===== config.mk =====
export PLATFORM = sky130hd
export DESIGN_NAME = fifo_wr_arbiter
export DESIGN_NICKNAME = d
export VERILOG_FILES = /design/src/rtl/fifo_pkg.sv /design/src/rtl/fifo_wr_arbiter_rr_pick.sv /design/src/rtl/fifo_wr_arbiter.sv
export SDC_FILE = /design/constraint.sdc
export NUM_CORES = 1
export LEC_CHECK = 0
export CAP_MARGIN = 20
export CORE_MARGIN = 2
export CORE_UTILIZATION = 36
export CTS_BUF_LIST = sky130_fd_sc_hd__clkbuf_4
export DETAILED_ROUTE_END_ITERATION = 6
export PLACE_DENSITY = 0.82
export SYNTH_ARGS = -nofsm -noshare
export SYNTH_HDL_FRONTEND = slang
export SYNTH_SLANG_ARGS = --single-unit
export TNS_END_PERCENT = 20

===== constraint.sdc =====
create_clock -name clk -period 2.03 [get_ports clk]
set_input_delay 0.3045 -clock clk [delete_from_list [all_inputs] [get_ports clk]]
set_output_delay 0.3045 -clock clk [all_outputs]
set_load 0.01 [all_outputs]

===== src/rtl/fifo_pkg.sv =====
// Shared FIFO-side constants and types.
// Used by the FIFO and its write-port arbiter.
package fifo_pkg;

   localparam int DATA_WIDTH          = 8;
   localparam int FIFO_DEPTH          = 8;
   localparam int ARB_NUM_REQ_DEFAULT = 4;

   typedef enum logic {
      ARB_IDLE,
      ARB_GRANT
   } arb_state_t;

endpackage


===== src/rtl/fifo_wr_arbiter_rr_pick.sv =====
// Round-robin picker: first set request after `last`,
// searching cyclically upward.
module rr_pick #(
   parameter int  NUM_REQ = 4,
   localparam int IW      = $clog2(NUM_REQ)
) (
   input  logic [NUM_REQ-1:0] req,
   input  logic [IW-1:0]      last,
   output logic [IW-1:0]      pick,
   output logic               any
);

   logic [IW-1:0] idx;

   // Walk offsets from farthest to nearest so the nearest wins.
   always_comb begin
      pick = '0;
      any  = 1'b0;
      idx  = '0;
      for (int k = NUM_REQ; k >= 1; k--) begin
         idx = IW'((int'(last) + k) % NUM_REQ);
         if (req[idx]) begin
            pick = idx;
            any  = 1'b1;
         end
      end
   end

endmodule


===== src/rtl/fifo_wr_arbiter.sv =====
// Round-robin, burst-bounded arbiter sharing one FIFO
// write port among NUM_REQ valid/ready producers.
module fifo_wr_arbiter #(
   parameter int  NUM_REQ    = fifo_pkg::ARB_NUM_REQ_DEFAULT,
   parameter int  DATA_WIDTH = fifo_pkg::DATA_WIDTH,
   parameter int  BURST_MAX  = 4,
   localparam int IW         = $clog2(NUM_REQ)
) (
   input  logic                          clk,
   input  logic                          rst_n,
   input  logic [NUM_REQ-1:0]            req_valid,
   input  logic [NUM_REQ*DATA_WIDTH-1:0] req_data,
   output logic [NUM_REQ-1:0]            req_ready,
   input  logic                          fifo_full,
   output logic                          fifo_wr_en,
   output logic [DATA_WIDTH-1:0]         fifo_wr_data,
   output logic                          grant_active,
   output logic [IW-1:0]                 grant_id
);

   import fifo_pkg::*;

   localparam int CW = $clog2(BURST_MAX + 1);

   arb_state_t           state;
   logic [IW-1:0]        owner;
   logic [IW-1:0]        last;
   logic [CW-1:0]        beat_cnt;

   logic [IW-1:0]        pick;
   logic                 any;
   logic                 active;
   logic                 own_valid;
   logic [DATA_WIDTH-1:0] own_data;
   logic                 accept;
   logic                 burst_end;

   rr_pick #(
      .NUM_REQ (NUM_REQ)
   ) u_pick (
      .req  (req_valid),
      .last (last),
      .pick (pick),
      .any  (any)
   );

   // Gating on rst_n keeps a reset cycle from accepting a beat.
   always_comb begin
      active    = rst_n && (state == ARB_GRANT);
      own_valid = req_valid[owner];
      own_data  = req_data[int'(owner)*DATA_WIDTH +: DATA_WIDTH];
      accept    = active && own_valid && !fifo_full;
      burst_end = (beat_cnt == CW'(BURST_MAX - 1));
   end

   always_comb begin
      req_ready = '0;
      if (active && !fifo_full)
         req_ready[owner] = 1'b1;
      fifo_wr_en   = accept;
      fifo_wr_data = accept ? own_data : '0;
      grant_active = active;
      grant_id     = active ? owner : '0;
   end

   always_ff @(posedge clk) begin
      if (!rst_n) begin
         state    <= ARB_IDLE;
         owner    <= '0;
         beat_cnt <= '0;
         last     <= IW'(NUM_REQ - 1);
      end else begin
         unique case (state)
            ARB_IDLE: begin
               if (any) begin
                  state    <= ARB_GRANT;
                  owner    <= pick;
                  beat_cnt <= '0;
               end
            end
            ARB_GRANT: begin
               if (accept)
                  beat_cnt <= beat_cnt + CW'(1);
               if ((accept && burst_end) || !own_valid) begin
                  state <= ARB_IDLE;
                  last  <= owner;
               end
            end
            default: state <= ARB_IDLE;
         endcase
      end
   end

endmodule

==> run_results.csv <==
group,metric,value,unit
sta,worst-slew-pin-transition,0.251,ns
sta,setup_slack,0.0463,ns
setup_path,cp.buffers_inverters,3,
cells_and_area,multiInputGateArea,583,um2
setup_path,crit_slowest_cell,"mux4_2",
power,p_leak,0.721,nW
global_route,met1_usage,26.1,%
clocking,tritoncts,"done",
clocking,clkTransAtPathRegs,0.06,ns
yosys,synthCells,81,
floorplanning,row_count,17,
global_route,grt_pass1_wl,4310,um
clocking,root_buffer,"clkbuf_4",
power,pwr-share-clk,20.6,%
sta,drv_slew,0,
setup_path,crit_chain,"buf_6 > buf_4 > mux4_2 > and3_4 > buf_6",
yosys,synth.distinct_cells,33,
global_route,grt.overflow.total,0,
route,drc_errors,0,
yosys,syn_nets,122,
placement,gp_congestion,0.831,
cells_and_area,antenna-diode-count,0,
setup_path,required,1.73,ns
clocking,cts_buffers,3,
setup_path,critPathMostFrequentCell,"buf_6",
yosys,ys_seq_elements,8,
sta,finalHoldViolCount,0,
placement,io_buffer_count,54,
cells_and_area,final_cells,181,
route,routed_wl,2850,um
global_route,busiest_layer,"met2",
yosys,synth_common_cells,"and3_1 (11), dfxtp_1 (8), inv_1 (6), nand2_1 (6), mux4_1 (5)",
yosys,synth.area.top_cells,"dfxtp_1 (20%), mux4_1 (17%), mux4_2 (11%), and3_1 (8.6%), ha_1 (3.1%)",
flow_run,maxCapViolCount,0,
power,peakVddDrop,0.385,mV
global_route,grtUsageTotal,21.6,%
run_status,status,"complete, no violations",
hold_path,min_path_type,"flip-flop to flip-flop",
yosys,ys_warn_count,0,
sta,timing.fmax,504,MHz
cells_and_area,area_delta_synth_final,88.4,%
yosys,async_reset_ff_share,0,%
clocking,htreeDepth,1,
global_route,grt_pass1_vias,912,
sta,finalSetupViolations,0,
yosys,synth-edff-count,0,
route,wire_per_inst,15.8,um
sta,post-route-period-util,97.7,%
yosys,yosysTopAreaCellShare,20.1,%
yosys,yosys.area.top_type,"dfxtp_1",
route,drt_iter0_drc,23,
clocking,clock_latency,0.26,ns
yosys,synth_most_common_cell,"and3_1",
route,antenna_left,0,
setup_path,worstSetupEndpointType,"primary output",
cells_and_area,drive_gt1_share,30.1,%
placement,place_ws,-0.370,ns
clocking,ctsLongestPathBuffers,2,
cells_and_area,layout.nets,196,
floorplanning,core_area,0.00215,mm2
power,swShare,29.4,%
yosys,syn-cell-area,796,um2
sta,min_period,1.98,ns
floorplanning,die_x,51.0,um
sta,rsz0062_at_grt,"yes",
placement,dpl.hpwl,2060,um
floorplanning,fp.dieH,51.0,um
setup_path,worstSetupStartpointType,"flip-flop",
power,pwr-share-comb,48.9,%
route,vias,963,
setup_path,cpPeakStageDelay,0.47,ns
yosys,avgSynthCellArea,9.82,um2
floorplanning,io_pins,55,
yosys,ys_seq_area_share,20.1,%
power,switchingPower,0.180,mW
setup_path,path_max_fanout,6,
route,drtPass1Iterations,4,
cells_and_area,nFillCells,166,
floorplanning,dieArea,0.00260,mm2
placement,dpl.cell_count,171,
global_route,grt_util_met2,39.0,%
floorplanning,initial_core_util,37.0,%
setup_path,critPathKind,"flip-flop to primary output",
cells_and_area,ff_latch_area,164,um2
global_route,use_met3,6.14,%
clocking,cts_sinks,8,
sta,clock-skew-final,0.00986,ns
yosys,synthFlopType,"dfxtp_1",
power,p_per_area,409,mW/mm2
route,vias_per_cell,5.32,
setup_path,arrival,1.68,ns
setup_path,r2r_slack,0.22,ns
power,power,0.612,mW
global_route,antenna_found_initial,0,
setup_path,path_delay_family,"multiplexers",
power,p_int,0.432,mW
sta,max_slew_margin,83.2,%
global_route,grt_start_max_net_pins,12,
power,power.share.sequential,30.6,%
==> cell families after synthesis <==
| family | synth area share, % |
|---|---|
| adders and majority gates | 3.14 |
| DFF | 20.1 |
| muxes | 30.3 |
| AOI/OAI and AO/OA | 13.7 |
| and+or+nand+nor | 24.5 |
| buffers and inverters | 8.17 |
==> worst min-delay path, stage by stage, from the launching register on <==
cell and delay (ns):
dfxtp_1 0.31, nand4_1 0.06, o21ai_1 0.06
==> state kept, by name, summed over array words and instances, names as in the netlist <==
name	flops
beat_cnt	3
state	1
owner	2
last	2
==> placed cells by master, fill, tap and decap left out, types with 4 or more instances in the layout <==
master           synthesis  routed
and3_1                  11      10
buf_6                    2       5
mux4_2                   4       9
dlygate4sd2_1            0       8
buf_4                    0      17
inv_1                    6       6
dfxtp_1                  8       7
clkbuf_2                 0       4
clkdlybuf4s50_1          0      36
nand2_1                  6       6
==> power by group through the flow <==
stage	combinational (mW)	sequential [mW]	clock, mW
global route	0.323	0.189	0.135
CTS	0.289	0.187	0.126
detailed placement	0.260	0.187	0
global placement	0.253	0.186	0
finish	0.299	0.187	0.126
floorplan	0.137	0.180	0
==> final cells by class <==
class,instances,area share (%)
Clock buffer,3,1.50
Inverter,6,1.50
Multi-Input combinational cell,61,38.9
Sequential cell,8,10.9
Tap cell,28,2.34
Timing Repair Buffer,75,44.8
==> per-layer routing <==
metal / wire length, um / vias up
li1: - / 457
met1: 1160 / 458
met2: 1360 / 48
met3: 330 / 0
met4: 0 / 0
met5: 0 / -
==> per-stage QoR <==
step	cell area, um2	utilization [%]	setup TNS (ns)	hold WS [ns]
after floorplan	796	-	0	0.443
after global placement	1440	67.1	-3.13	0.454
after detailed placement	1440	67.1	-3.53	0.470
after CTS	1510	70.1	-0.0235	0.486
after global routing	1500	69.8	-0.00218	0.502
final	1500	69.8	0	0.478
==> timing repair <==
item	CTS	global route
setup buffers	5	1
cloned	1	0
pin swaps	0	1
gates resized for setup	39	13
endpoints found under the setup margin	13	8
hold buffers	0	0
==> final timing paths <==
check,start,end,cells after the start
setup / recovery,owner[0],fifo_wr_data[3],5
hold reg to reg,beat_cnt[1],beat_cnt[1],2
setup reg to reg,owner[0],last[1],6
hold / removal,beat_cnt[1],beat_cnt[1],2
Note: power is estimated with default switching activity, not from simulation.
